$ cat src/rtl/booth_mac_pipe.sv
// Pipelined radix-4 Booth multiplier-accumulator: Booth partial products (S1), CSA tree (S2),
// final carry-propagate add plus sticky-overflow accumulator (S3), with whole-pipe stall flow control.
module booth_mac_pipe #(
  parameter int WIDTH = 16,
  parameter int ACC_W = 2*WIDTH+8
) (
  input  logic               clk,
  input  logic               reset,
  input  logic               in_valid,
  output logic               in_ready,
  input  logic [WIDTH-1:0]   a,
  input  logic [WIDTH-1:0]   b,
  input  logic               a_signed,
  input  logic               b_signed,
  input  logic               acc_clr,
  input  logic               acc_en,
  output logic               out_valid,
  input  logic               out_ready,
  output logic [2*WIDTH-1:0] product,
  output logic [ACC_W-1:0]   acc,
  output logic               acc_ovf
);

  localparam int P    = 2*WIDTH;
  localparam int NPP  = WIDTH/2 + 1;
  localparam int NROW = NPP + 2;
  localparam int MW   = WIDTH + 2;

  function automatic int rows_after(input int n);
    return 2*(n/3) + n%3;
  endfunction

  function automatic int rows_at(input int lvl);
    int n;
    n = NROW;
    for (int i = 0; i < lvl; i++) n = rows_after(n);
    return n;
  endfunction

  function automatic int num_levels();
    int n;
    int l;
    n = NROW;
    l = 0;
    while (n > 2) begin
      n = rows_after(n);
      l++;
    end
    return l;
  endfunction

  // Each partial product's sign bit is flipped; this constant restores -sum(2^(MW-1+2i)).
  function automatic logic [P-1:0] sep_const();
    logic [P-1:0] s;
    s = '0;
    for (int i = 0; i < NPP; i++) s = s + ({{(P-1){1'b0}}, 1'b1} << (MW-1+2*i));
    return ~s + {{(P-1){1'b0}}, 1'b1};
  endfunction

  localparam int           NLVL  = num_levels();
  localparam logic [P-1:0] SEP_K = sep_const();

  logic             stall_s;
  logic [WIDTH:0]   ax_s;
  logic [MW-1:0]    mag1_s, mag2_s, mag_s, ppv_s;
  logic [WIDTH+2:0] bx_s;
  logic             neg_s;
  logic [P+3:0]     wide_s;
  logic [P-1:0]     neg_row_s;
  logic [P-1:0]     rows_s [NROW];

  logic [P-1:0]     rows_r [NROW];
  logic             v1_r, clr1_r, en1_r, sg1_r;
  logic [P-1:0]     tree_s [NLVL+1][NROW];
  logic [P-1:0]     sum_r, carry_r;
  logic             v2_r, clr2_r, en2_r, sg2_r;

  logic [P-1:0]     p_s;
  logic [ACC_W-1:0] ext_s, add_s, acc_nxt_s;
  logic             add_ovf_s, ovf_nxt_s;
  logic [P-1:0]     product_r;
  logic [ACC_W-1:0] acc_r;
  logic             ovf_r, out_valid_r;

  assign stall_s   = out_valid_r & ~out_ready;
  assign in_ready  = ~stall_s;
  assign out_valid = out_valid_r;
  assign product   = product_r;
  assign acc       = acc_r;
  assign acc_ovf   = ovf_r;

  // S1 combinational: Booth-encode extended b and build pre-shifted partial-product rows.
  always_comb begin
    ax_s      = {a_signed & a[WIDTH-1], a};
    mag1_s    = {ax_s[WIDTH], ax_s};
    mag2_s    = {ax_s, 1'b0};
    bx_s      = {{2{b_signed & b[WIDTH-1]}}, b, 1'b0};
    neg_row_s = '0;
    mag_s     = '0;
    neg_s     = 1'b0;
    ppv_s     = '0;
    wide_s    = '0;
    for (int i = 0; i < NPP; i++) begin
      mag_s = '0;
      neg_s = 1'b0;
      case (bx_s[2*i+2 -: 3])
        3'b001, 3'b010: mag_s = mag1_s;
        3'b011:         mag_s = mag2_s;
        3'b100: begin
          mag_s = mag2_s;
          neg_s = 1'b1;
        end
        3'b101, 3'b110: begin
          mag_s = mag1_s;
          neg_s = 1'b1;
        end
        default: begin
          mag_s = '0;
          neg_s = 1'b0;
        end
      endcase
      ppv_s  = neg_s ? ~mag_s : mag_s;
      wide_s = {{(P+4-MW){1'b0}}, ~ppv_s[MW-1], ppv_s[MW-2:0]} << (2*i);
      rows_s[i]         = wide_s[P-1:0];
      neg_row_s[2*i]    = neg_s;
    end
    rows_s[NPP]   = neg_row_s;
    rows_s[NPP+1] = SEP_K;
  end

  // S1 register: partial-product rows plus beat control.
  always_ff @(posedge clk or posedge reset) begin
    if (reset) begin
      v1_r   <= 1'b0;
      clr1_r <= 1'b0;
      en1_r  <= 1'b0;
      sg1_r  <= 1'b0;
      for (int i = 0; i < NROW; i++) rows_r[i] <= '0;
    end else if (!stall_s) begin
      v1_r   <= in_valid;
      clr1_r <= acc_clr;
      en1_r  <= acc_en;
      sg1_r  <= a_signed | b_signed;
      rows_r <= rows_s;
    end
  end

  // Wallace reduction: each level compresses groups of three rows; leftovers pass through.
  for (genvar j = 0; j < NROW; j++) begin : g_l0
    assign tree_s[0][j] = rows_r[j];
  end

  for (genvar l = 0; l < NLVL; l++) begin : g_lvl
    localparam int NIN  = rows_at(l);
    localparam int NG   = NIN/3;
    localparam int NOUT = rows_after(NIN);
    for (genvar j = 0; j < NROW; j++) begin : g_row
      localparam int K = 3*(j/2);
      if (j < 2*NG && j%2 == 0) begin : g_sum
        assign tree_s[l+1][j] = tree_s[l][K] ^ tree_s[l][K+1] ^ tree_s[l][K+2];
      end else if (j < 2*NG) begin : g_cry
        assign tree_s[l+1][j] = ((tree_s[l][K] & tree_s[l][K+1]) |
                                 (tree_s[l][K] & tree_s[l][K+2]) |
                                 (tree_s[l][K+1] & tree_s[l][K+2])) << 1'b1;
      end else if (j < NOUT) begin : g_pass
        assign tree_s[l+1][j] = tree_s[l][j+NG];
      end else begin : g_zero
        assign tree_s[l+1][j] = '0;
      end
    end
  end

  // S2 register: carry-save sum and carry rows.
  always_ff @(posedge clk or posedge reset) begin
    if (reset) begin
      v2_r    <= 1'b0;
      clr2_r  <= 1'b0;
      en2_r   <= 1'b0;
      sg2_r   <= 1'b0;
      sum_r   <= '0;
      carry_r <= '0;
    end else if (!stall_s) begin
      v2_r    <= v1_r;
      clr2_r  <= clr1_r;
      en2_r   <= en1_r;
      sg2_r   <= sg1_r;
      sum_r   <= tree_s[NLVL][0];
      carry_r <= tree_s[NLVL][1];
    end
  end

  // S3 combinational: final add and accumulator next state.
  always_comb begin
    p_s       = sum_r + carry_r;
    ext_s     = {{(ACC_W-P){sg2_r & p_s[P-1]}}, p_s};
    add_s     = acc_r + ext_s;
    add_ovf_s = (acc_r[ACC_W-1] == ext_s[ACC_W-1]) && (add_s[ACC_W-1] != acc_r[ACC_W-1]);
    acc_nxt_s = acc_r;
    ovf_nxt_s = ovf_r;
    if (v2_r && clr2_r) begin
      acc_nxt_s = ext_s;
      ovf_nxt_s = 1'b0;
    end else if (v2_r && en2_r) begin
      acc_nxt_s = add_s;
      ovf_nxt_s = ovf_r | add_ovf_s;
    end else begin
      acc_nxt_s = acc_r;
      ovf_nxt_s = ovf_r;
    end
  end

  // S3 register: output beat, product and accumulator state.
  always_ff @(posedge clk or posedge reset) begin
    if (reset) begin
      out_valid_r <= 1'b0;
      product_r   <= '0;
      acc_r       <= '0;
      ovf_r       <= 1'b0;
    end else if (!stall_s) begin
      out_valid_r <= v2_r;
      product_r   <= v2_r ? p_s : product_r;
      acc_r       <= acc_nxt_s;
      ovf_r       <= ovf_nxt_s;
    end
  end

endmodule

$ cat config.mk
export PLATFORM = sky130hd
export DESIGN_NAME = booth_mac_pipe
export DESIGN_NICKNAME = d
export VERILOG_FILES = /design/src/rtl/booth_mac_pipe.sv
export SDC_FILE = /design/constraint.sdc
export NUM_CORES = 1
export LEC_CHECK = 0
export CORE_MARGIN = 2
export CORE_UTILIZATION = 47
export DETAILED_ROUTE_END_ITERATION = 12
export PLACE_DENSITY = 0.64
export SLEW_MARGIN = 10
export SYNTH_ARGS = -nofsm -noshare
export SYNTH_HDL_FRONTEND = slang
export SYNTH_SLANG_ARGS = --single-unit
$ cat constraint.sdc
create_clock -name clk -period 29.5 [get_ports clk]
set_clock_uncertainty 0.05 [all_clocks]
set_input_delay 4.425 -clock clk [delete_from_list [all_inputs] [get_ports clk]]
set_output_delay 4.425 -clock clk [all_outputs]
set_load 0.05 [all_outputs]
# Word-level counts from Yosys, hierarchy flattened
# Index checks and enable logic that the tools add are counted.
# word_totals
register_bits	315
# classes
bitwise_logic	88
n_eq_ne	53
n_reduce_logical	32
n_addsub	2
n_mux	31
# op_table
operator	count
31-bit bitwise OR	11
18-bit case mux with 2 select lines	8
31-bit bitwise AND	9
32-bit bitwise XOR	6
18-bit 2-to-1 mux	8
18-bit inverter	8
29-bit by 31-bit bitwise AND with 31-bit output	3
40-bit 2-to-1 mux	2
3-bit equality test, second input constant	24
29-bit by 32-bit bitwise XOR with 32-bit output	2
30-bit by 31-bit bitwise AND with 31-bit output	2
28-bit bitwise OR	2
3-bit by 2-bit equality test with 1-bit output, second input constant	16
40-bit adder	1
32-bit adder	1
16-bit case mux with 2 select lines	1
4-bit OR reduction	8
30-bit by 32-bit bitwise XOR with 32-bit output	1
32-bit by 17-bit bitwise XOR with 32-bit output	1
32-bit by 31-bit bitwise XOR with 32-bit output	1
17-bit by 31-bit bitwise AND with 31-bit output	1
28-bit by 31-bit bitwise AND with 31-bit output	1
31-bit by 17-bit bitwise AND with 31-bit output	1
29-bit by 31-bit bitwise OR with 31-bit output	1
37 further kinds	87

# Depth between registers and ports, before layout
# depth
word_depth	15
depth_mapped	23
depth_no_buf	23

# Worst setup path after synthesis
# Ideal clock, no wire load.
# synth_timing
kind	input-to-output
startpoint	in out_ready
endpoint	out in_ready
t_arrival_ns	5.634
slack_ns	19.391
required_ns	25.025
stages	5
path_cell_list	nor2b_1 clkbuf_1 inv_1 clkbuf_1 buf_1
# synth_between
elab_chain_len	3
# synth_lines
item	line	text
from (decl)	18	input logic out_ready,
1-bit inverter	85	assign stall_s = out_valid_r & ~out_ready;
1-bit bitwise AND	85	
1-bit inverter (no source line)	-	
to (decl)	10	output logic in_ready,
# Every way passes these cells.

# Final worst setup path
# Ends and elaborated chain as after synthesis.

==> results_dict.tcl <==
set metrics [dict create \
    dieArea_um2 47300 \
    fin_nets 2613 \
    post_cts_buffers 0 \
    status "finished clean" \
    synth_enable_flop_cells 0 \
    overflow 0 \
    required_ns 25.02 \
    dpl.hpwl_um 36600 \
    htreeDepth 2 \
    port_buffers 114 \
    grt_pass1_vias 16200 \
    worst_pin_slew_ns 1.21 \
    startpoint_type "input port" \
    clock_latency_ns 0.55 \
    yosys_warnings 0 \
    fin_crit_sh_pct 36.9 \
    grt_setup_unrepaired "false" \
    vias 16100 \
    antenna_found_initial 0 \
    drcViolationCount 0 \
    grt_max_degree 121 \
    r2r_start "sum_r[2]" \
    die_w_um 218 \
    core_um2 45200 \
    ys_dominant_reg_cell "dfrtp_1" \
    async_flop_share_pct 100 \
    via_per_inst 5.51 \
    crit_fanout 59 \
    grt_usage_pct 23.1 \
    synthCells 2275 \
    yosysSeqAreaShare_pct 36.4 \
    syn-cell-area_um2 21400 \
    cts_buffers 36 \
    critPathKind "in2out" \
    slew_headroom_pct 19.0 \
    arrival_ns 6.40 \
    cts_tree "done" \
    postRouteAntennaNets 0 \
    cts.repair.resized 0 \
    cts_buffer_depth 3 \
    min_period_ns 10.88 \
    gp_congestion 0.878 \
    wl_per_cell_um 18.2 \
    syn-num-nets 2589 \
    clockRootBuffer "clkbuf_16" \
    tns_ns 0 \
    area_growth_pct 13.0 \
    cts_hold_buffers 0 \
    die-height_um 218 \
    hp-start "clr1_r" \
    fmax_mhz 91.9 \
    initial_core_util_pct 47.4 \
    drt-total-wl_um 53300 \
    dr.first_iter.drc_count 1172 \
    finalSetupViolCount 0 \
    rows 78 \
    synth_seq_cells 312 \
    layout-drive-gt1-share_pct 6.11 \
    firstDrtPassIters 6 \
    syn_area_per_cell_um2 9.42 \
    hold_class "reg2reg" \
    hold_ws_ns 0.415 \
    numClockSinks 312 \
    crit_path_end_kind "output port" \
    antenna_cells 0 \
    clk_pin_slew_ns 0.06 \
    grt_pass1_wl_um 87500 \
    critPathLaunch "out_ready" \
    max_cap_viol_count 0 \
    slew_violations 0 \
    final_hold_viol_count 0 \
    io_pins 115 \
    synth_cell_types 71 \
]
## registers in the layout (all words and copies together), names as in the netlist, 28 cells and up
name     count
rows_r     170
carry_r     28
sum_r       32
product     32
acc         40
## synthesized netlist by cell type, types with 7 or more instances
master,number,share of area (%)
o21ai_0,180,4.2
o21bai_1,10,0.35
ha_1,161,9.4
a21o_1,32,1.1
nand2_1,411,7.2
nor2_1,121,2.1
a22oi_1,91,3.2
nand3_1,16,0.37
mux2_2,29,1.5
nor3_1,13,0.30
mux2_1,7,0.37
fa_1,113,11
o211ai_1,8,0.28
clkbuf_1,126,2.2
buf_1,22,0.39
dfrtp_1,312,36
a31oi_1,12,0.35
nand4_1,8,0.23
xnor2_1,141,5.8
a21oi_1,115,2.7
a22o_1,16,0.65
xor2_1,50,2.0
and2_1,10,0.29
mux2i_1,16,0.75
inv_1,137,2.4
o31ai_1,9,0.32
a221oi_1,30,1.2
## cells in the final DEF (no fill, tap or decap), types with 4 or more instances in the layout
cell and instances:
a22o_1 16, o21a_1 5, clkinv_2 6, nand2_1 411, a22oi_1 91, nand3_1 16, and2_1 10, xor2_1 50
a21oi_1 115, or3_1 5, clkdlybuf4s50_1 114, clkbuf_8 6, nand4_1 8, mux2_1 7, inv_1 135, clkbuf_1 9
nor2_1 121, nor3_1 13, mux2_2 29, buf_4 21, mux2i_1 16, o31ai_4 6, o211ai_1 8, o21bai_1 10
a211oi_1 6, a31oi_1 12, bufinv_16 4, fa_1 113, xnor2_1 141, clkbuf_16 37, o21ai_0 180, a221oi_1 30
ha_1 161, dfrtp_1 312, a21o_1 32
## final timing paths
check                         endpoint  slack [ns]  cells past startpoint
max in group asynchronous  rows_r[145]       22.82                      4
min in group asynchronous  product[30]        4.37                      2
setup / recovery              in_ready       18.62                      4
setup reg to reg               acc[39]       23.85                     23
hold / removal                  clr1_r        0.41                      2
hold reg to reg                 clr1_r        0.41                      2
## per-stage QoR
step	utilization, %	instance area [µm²]	std cells	setup WS (ns)
2_1_floorplan	-	21400	2275	16.40
3_3_place_gp	51.0	23000	2861	18.64
3_5_place_dp	51.0	23000	2861	18.66
4_1_cts	53.6	24200	2924	18.64
5_1_grt	53.6	24200	2924	18.57
6_report	53.6	24200	2924	18.62
## final cells by class
cell class	count	area, µm²
Fill cell	4071	21000
Multi-Input combinational cell	1675	12600
Sequential cell	312	7810
Timing Repair Buffer	135	1300
Clock buffer	52	1040
Tap cell	600	751
Inverter	139	532
Clock inverter	11	158
## cells by family after synthesis
group,count (synthesis),synth area share [%]
fa+ha+maj,274,19.9
mux,52,2.64
flops,312,36.4
xor+xnor,192,7.88
compound gates,552,16.7
buf+inv,288,5.05
simple gates,605,11.3
## layer usage
layer	up-vias	part of all wire (%)	routed length [µm]	track usage, %
met5	-	0	0	0
met4	0	3.1	1660	7.49
met3	121	5.0	2650	3.93
met2	421	46	24300	36.7
met1	7833	46	24700	32.3
li1	7749	-	-	-
## worst max-delay path, stage by stage
cell,delay [ns]
clkdlybuf4s50_1,0.51
nor2b_4,0.07
inv_4,0.43
clkdlybuf4s50_1,0.92
Power is left out: the tool's default activity adds up to more than one toggle a clock period on the data nets, which glitch-free logic cannot reach.
